--- src/rtl/gs_pkg.sv ---
// ============================================================================
// gs_pkg: shared geometry and state encoding for the LED-panel image path.
// Rev 1.0
// ============================================================================
`default_nettype none

package gs_pkg;

   localparam int INDEX_MAX = 576;
   localparam int ROWS      = 8;
   localparam int CHAINS    = 12;
   localparam int GS_BITS   = 12;
   localparam int SLOTS     = INDEX_MAX / GS_BITS;
   localparam int ADDR_W    = 13;

   localparam int CHAIN_W = $clog2(CHAINS);
   localparam int BIT_W   = $clog2(GS_BITS);
   localparam int SLOT_W  = $clog2(SLOTS);
   localparam int ROW_W   = $clog2(ROWS);

   typedef enum logic [0:0] {
      COLLECT = 1'b0,
      EMIT    = 1'b1
   } state_e;

endpackage

`default_nettype wire

--- src/rtl/gs_transpose_buf.sv ---
// ============================================================================
// gs_transpose_buf: CHAINS x GS_BITS register file, written per chain and read
// as one bit-plane across all chains. Rev 1.0
// ============================================================================
`default_nettype none

module gs_transpose_buf
   import gs_pkg::*;
(
   input  logic               clock_i,
   input  logic               reset_i,
   input  logic               wr_en_i,
   input  logic [CHAIN_W-1:0] wr_chain_i,
   input  logic [GS_BITS-1:0] wr_data_i,
   input  logic [BIT_W-1:0]   rd_bit_i,
   output logic [CHAINS-1:0]  rd_plane_o
);

   logic [GS_BITS-1:0] buf_q [CHAINS];

   always_ff @(posedge clock_i or posedge reset_i) begin
      if (reset_i) begin
         for (int i = 0; i < CHAINS; i++) begin
            buf_q[i] <= '0;
         end
      end else if (wr_en_i) begin
         buf_q[wr_chain_i] <= wr_data_i;
      end
   end

   for (genvar c = 0; c < CHAINS; c++) begin : g_plane
      assign rd_plane_o[c] = buf_q[c][rd_bit_i];
   end

endmodule

`default_nettype wire

--- src/rtl/gs_frame_loader.sv ---
// ============================================================================
// gs_frame_loader: collects one pixel per chain, then writes the slot as
// GS_BITS bit-plane words into the scan engine's image RAM. Rev 1.0
// ============================================================================
`default_nettype none

module gs_frame_loader
   import gs_pkg::*;
(
   input  logic               clock_i,
   input  logic               reset_i,
   input  logic               pix_valid_i,
   output logic               pix_ready_o,
   input  logic [GS_BITS-1:0] pix_data_i,
   input  logic               pix_sof_i,
   output logic               wr_en_o,
   output logic [ADDR_W-1:0]  wr_addr_o,
   output logic [CHAINS-1:0]  wr_data_o,
   output logic               frame_done_o,
   output logic               sof_error_o
);

   localparam logic [CHAIN_W-1:0] CHAIN_LAST = CHAIN_W'(CHAINS - 1);
   localparam logic [BIT_W-1:0]   BIT_LAST   = BIT_W'(GS_BITS - 1);
   localparam logic [SLOT_W-1:0]  SLOT_LAST  = SLOT_W'(SLOTS - 1);
   localparam logic [ROW_W-1:0]   ROW_LAST   = ROW_W'(ROWS - 1);
   localparam logic [ADDR_W-1:0]  SLOT_STEP  = ADDR_W'(GS_BITS);

   state_e              state_q, state_d;
   logic                run_q;
   logic [CHAIN_W-1:0]  chain_q, chain_d;
   logic [SLOT_W-1:0]   slot_q, slot_d;
   logic [ROW_W-1:0]    row_q, row_d;
   logic [BIT_W-1:0]    bit_q, bit_d;
   logic [ADDR_W-1:0]   base_q, base_d;
   logic                sof_err_q, sof_err_d;
   logic                wr_en_q, wr_en_d;
   logic [ADDR_W-1:0]   wr_addr_q, wr_addr_d;
   logic [CHAINS-1:0]   wr_data_q, wr_data_d;
   logic                frame_done_q, frame_done_d;

   logic                w_xfer;
   logic [CHAIN_W-1:0]  w_buf_idx;
   logic [CHAINS-1:0]   w_plane;

   // run_q holds ready low while reset is asserted and for the edge it releases on.
   assign pix_ready_o = run_q && (state_q == COLLECT);
   assign w_xfer      = pix_valid_i && pix_ready_o;

   gs_transpose_buf u_buf (
      .clock_i    (clock_i),
      .reset_i    (reset_i),
      .wr_en_i    (w_xfer),
      .wr_chain_i (w_buf_idx),
      .wr_data_i  (pix_data_i),
      .rd_bit_i   (bit_q),
      .rd_plane_o (w_plane)
   );

   always_comb begin
      state_d      = state_q;
      chain_d      = chain_q;
      slot_d       = slot_q;
      row_d        = row_q;
      bit_d        = bit_q;
      base_d       = base_q;
      sof_err_d    = sof_err_q;
      wr_en_d      = 1'b0;
      wr_addr_d    = wr_addr_q;
      wr_data_d    = wr_data_q;
      frame_done_d = 1'b0;
      w_buf_idx    = chain_q;

      case (state_q)
         COLLECT: begin
            if (w_xfer) begin
               if (pix_sof_i) begin
                  // Restart the frame: the partial slot is dropped by restarting at chain 0.
                  if ((chain_q != '0) || (slot_q != '0) || (row_q != '0)) begin
                     sof_err_d = 1'b1;
                  end
                  w_buf_idx = '0;
                  chain_d   = CHAIN_W'(1);
                  slot_d    = '0;
                  row_d     = '0;
                  base_d    = '0;
               end else if (chain_q == CHAIN_LAST) begin
                  chain_d = '0;
                  bit_d   = BIT_LAST;
                  state_d = EMIT;
               end else begin
                  chain_d = chain_q + 1'b1;
               end
            end
         end

         EMIT: begin
            wr_en_d   = 1'b1;
            wr_data_d = w_plane;
            wr_addr_d = base_q + ADDR_W'(BIT_LAST - bit_q);
            if (bit_q == '0) begin
               state_d      = COLLECT;
               frame_done_d = (slot_q == SLOT_LAST) && (row_q == ROW_LAST);
               // Slots are contiguous across rows, so the base only rewinds at frame end.
               if (slot_q == SLOT_LAST) begin
                  slot_d = '0;
                  if (row_q == ROW_LAST) begin
                     row_d  = '0;
                     base_d = '0;
                  end else begin
                     row_d  = row_q + 1'b1;
                     base_d = base_q + SLOT_STEP;
                  end
               end else begin
                  slot_d = slot_q + 1'b1;
                  base_d = base_q + SLOT_STEP;
               end
            end else begin
               bit_d = bit_q - 1'b1;
            end
         end

         default: state_d = COLLECT;
      endcase
   end

   always_ff @(posedge clock_i or posedge reset_i) begin
      if (reset_i) begin
         state_q      <= COLLECT;
         run_q        <= 1'b0;
         chain_q      <= '0;
         slot_q       <= '0;
         row_q        <= '0;
         bit_q        <= '0;
         base_q       <= '0;
         sof_err_q    <= 1'b0;
         wr_en_q      <= 1'b0;
         wr_addr_q    <= '0;
         wr_data_q    <= '0;
         frame_done_q <= 1'b0;
      end else begin
         state_q      <= state_d;
         run_q        <= 1'b1;
         chain_q      <= chain_d;
         slot_q       <= slot_d;
         row_q        <= row_d;
         bit_q        <= bit_d;
         base_q       <= base_d;
         sof_err_q    <= sof_err_d;
         wr_en_q      <= wr_en_d;
         wr_addr_q    <= wr_addr_d;
         wr_data_q    <= wr_data_d;
         frame_done_q <= frame_done_d;
      end
   end

   assign wr_en_o      = wr_en_q;
   assign wr_addr_o    = wr_addr_q;
   assign wr_data_o    = wr_data_q;
   assign frame_done_o = frame_done_q;
   assign sof_error_o  = sof_err_q;

endmodule

`default_nettype wire

--- config.mk ---
export PLATFORM = sky130hd
export DESIGN_NAME = gs_frame_loader
export DESIGN_NICKNAME = d
export VERILOG_FILES = /design/src/rtl/gs_pkg.sv /design/src/rtl/gs_transpose_buf.sv /design/src/rtl/gs_frame_loader.sv
export SDC_FILE = /design/constraint.sdc
export NUM_CORES = 1
export LEC_CHECK = 0
export BUFFER_PORTS_ARGS = -buffer_cell sky130_fd_sc_hd__buf_2
export CAP_MARGIN = 15
export CORE_AREA = 3 3 203 106
export CTS_CLUSTER_DIAMETER = 40
export CTS_CLUSTER_SIZE = 30
export DETAILED_ROUTE_END_ITERATION = 8
export DIE_AREA = 0 0 206 109
export MAX_ROUTING_LAYER = met4
export PLACE_DENSITY = 0.76
export REMOVE_ABC_BUFFERS = 1
export SYNTH_ARGS = -nofsm -noshare
export SYNTH_HDL_FRONTEND = slang
export SYNTH_SLANG_ARGS = --single-unit
--- constraint.sdc ---
create_clock -name clock_i -period 15.9 [get_ports clock_i]
set_clock_uncertainty 0.1 [all_clocks]
set_input_delay 3.18 -clock clock_i [delete_from_list [all_inputs] [get_ports clock_i]]
set_output_delay 3.18 -clock clock_i [all_outputs]
set_load 0.02 [all_outputs]
==> impl_metrics.env <==
export IMPL_crit_path_max_incr_delay_ns=0.44
export IMPL_drive_gt1_frac=0.351
export IMPL_hold_path_end="sof_error_o"
export IMPL_use_met3=0.0328
export IMPL_cap_violations=0
export IMPL_fp_dieH_um=109
export IMPL_synth_area_leader_cell="dfrtp_1"
export IMPL_viasPerCell=5.81
export IMPL_hold_depth=1
export IMPL_grt_pass1_wl_um=34600
export IMPL_vias=6375
export IMPL_postRouteAntennaNets=0
export IMPL_grt_overflow=0
export IMPL_r2r_cells=9
export IMPL_start_kind="flip-flop"
export IMPL_antenna_found_initial=0
export IMPL_cts_root_buf="clkbuf_16"
export IMPL_ios=45
export IMPL_holdCritStartpoint="sof_error_o"
export IMPL_fill_cells=1579
export IMPL_period_minus_slack_ns=4.54
export IMPL_worst_r2r_endpoint="wr_addr_o[9]"
export IMPL_crit_slowest_cell="dfrtp_1"
export IMPL_p_int_mw=1.13
export IMPL_io_buffer_count=44
export IMPL_cts_resized=0
export IMPL_tritoncts="done"
export IMPL_cts_buffer_depth=3
export IMPL_syn_to_final_growth_pct=11.6
export IMPL_synth_seq_cells=202
export IMPL_final_cell_mix="200 x dfrtp_1, 148 x mux2_2, 65 x nand2_1, 58 x a21oi_1, 56 x nor2_1"
export IMPL_yosysTopAreaCellShare=0.513
export IMPL_htreeDepth=1
export IMPL_p_seq_frac=0.424
export IMPL_reg2reg_setup_slack_ns=12.50
export IMPL_cts_made_buffers=23
export IMPL_sw_frac_of_total=0.313
export IMPL_start_util=0.504
export IMPL_end_kind="primary output"
export IMPL_die_x_um=206
export IMPL_cts_hold_buf=0
export IMPL_gp_congestion=0.810
export IMPL_dr_first_iter_drc_count=504
export IMPL_synthTopCellsByArea="dfrtp_1 51%, mux2_2 17%, mux4_2 8.2%"
export IMPL_avgSynthCellArea_um2=12.4
export IMPL_required_ns=12.62
export IMPL_period_share=0.286
export IMPL_fp_row_count=36
export IMPL_ys_types=62
export IMPL_multiInputGateArea_um2=4460
export IMPL_firstDrtPassIters=4
export IMPL_dieArea_um2=22500
export IMPL_antenna_cells=0
export IMPL_crit_fanout=4
export IMPL_rsz0062_at_grt="no"
export IMPL_synth_edf_count=0
export IMPL_grt_pass1_vias=6449
export IMPL_max_freq_mhz=220
export IMPL_grt_most_used_layer="met2"
export IMPL_ys_flop_type="dfrtp_1"
export IMPL_drc_errors=0
export IMPL_switchingPower_uw=517
export IMPL_peakVddDrop_v=0.0000642
export IMPL_layout_commonest_cell="dfrtp_1"
export IMPL_holdCritPathClass="reg2reg"
export IMPL_grt_util_met2=0.336
export IMPL_r2r_start="bit_q[2]"
export IMPL_setup_viol=0
export IMPL_ys_seq_area_frac=0.513
export IMPL_tns_ns=0
export IMPL_critical_path_class="reg2out"
export IMPL_pwr_share_clk=0.326
export IMPL_place_hpwl_um=12900
export IMPL_critPathArrivalTime_ns=1.26
export IMPL_async_flop_share=1.00
export IMPL_comb_power_share=0.250
export IMPL_clk_latency_ns=0.51
export IMPL_gr_usage_met1=0.268
export IMPL_leakagePower_nw=5.04
export IMPL_core_um2=19500
export IMPL_drv_slew=0
export IMPL_routed_wl_um=21300
export IMPL_worst_slew_pin_slew_ns=1.07
export IMPL_hold_viol=0
export IMPL_post_cts_buffers=0
export IMPL_seq_area_um2=5060
export IMPL_status="completed"
export IMPL_yosys_warnings=0
export IMPL_fin_nets=847
export IMPL_worstPathCellList="nor2b_1 -> buf_2"
export IMPL_clkSlewWorstSetupHoldPaths_ns=0.06
export IMPL_cts_sinks=202
export IMPL_hold_slack_ns=0.366
export IMPL_grt_start_max_net_pins=122
export IMPL_relSlewSlack=0.289
export IMPL_avgRoutedWirePerCell_um=19.4
export IMPL_syn_inst=797
export IMPL_power_per_cell_area_nw_per_um2=150
export IMPL_synth_area_um2=9860
export IMPL_track_usage=0.202
## routing by layer
| metal | routed length [um] | vias to the layer above |
|---|---|---|
| li1 | - | 2900 |
| met1 | 9580 | 3327 |
| met2 | 10400 | 126 |
| met3 | 1070 | 22 |
| met4 | 251 | 0 |
| met5 | 0 | - |
## synth_stat cells, drive strengths merged, types with 4 or more instances
cell type,number
a211oi,4
a21oi,61
buf,33
clkbuf,26
dfrtp,202
ha,16
inv,18
mux2,148
mux4,36
nand2,65
nand3,9
nor2,56
nor3,11
nor4,7
o211ai,4
o21ai,17
xnor2,21
xor2,5
## critical path: cells and delay by family (launching register included)
family,cells,cell delay (ns)
DFF,1,0.44
buffers and inverters,1,0.17
and+or+nand+nor,1,0.15
## worst max-delay path by stage
| stage | startpoint | to | depth (start not counted) |
|---|---|---|---|
| after floorplan | reset_i | base_q[10] | 1 |
| after global placement | reset_i | u_buf.buf_q[132] | 3 |
| after detailed placement | reset_i | u_buf.buf_q[110] | 3 |
| after CTS | reset_i | u_buf.buf_q[13] | 3 |
| after global routing | reset_i | u_buf.buf_q[135] | 3 |
| final | run_q | pix_ready_o | 2 |
## kinds of logic after synthesis
kind of cell	count (synthesis)	share of synthesized area
adders and majority gates	16	0.0203
buffers and inverters	77	0.0348
xor gates and xnor gates	26	0.0231
DFF	202	0.513
and+or+nand+nor	180	0.0890
muxes	186	0.253
AOI/OAI and AO/OA	108	0.0659
other	2	0.000762
## stage by stage
step                total power, mW  setup slack (ns)  instance area [um2]  cells   util
finish                         1.65             11.36                11000   1098  0.563
floorplan                     0.998              7.11                 9580    738      -
global placement               1.10             10.85                10200   1055  0.522
detailed placement             1.12             10.79                10200   1056  0.522
global route                   1.73             11.09                11000   1098  0.563
CTS                            1.66             11.34                11000   1098  0.563
## power groups by stage
stage	sequential (mW)	clock [mW]	combinational, mW
2_1_floorplan	0.738	0	0.260
3_3_place_gp	0.695	0	0.402
3_5_place_dp	0.707	0	0.413
4_1_cts	0.699	0.549	0.416
5_1_grt	0.713	0.570	0.452
6_report	0.700	0.539	0.413
## layout make-up
class,instances,share of cell area
tap,266,0.0303
clock inverter,16,0.0165
sequential,202,0.460
timing repair buffer,52,0.0258
inverter,18,0.00683
clock buffer,26,0.0552
multi-input combinational,518,0.406
## state kept, by name (all words and copies together), names as in the netlist
name	count
sof_error_o	1
base_q	11
u_buf.buf_q	144
wr_en_o	1
wr_data_o	12
slot_q	6
state_q	1
chain_q	4
wr_addr_o	13
frame_done_o	1
row_q	3
run_q	1
bit_q	4
Power figures use the tool's default switching activity.
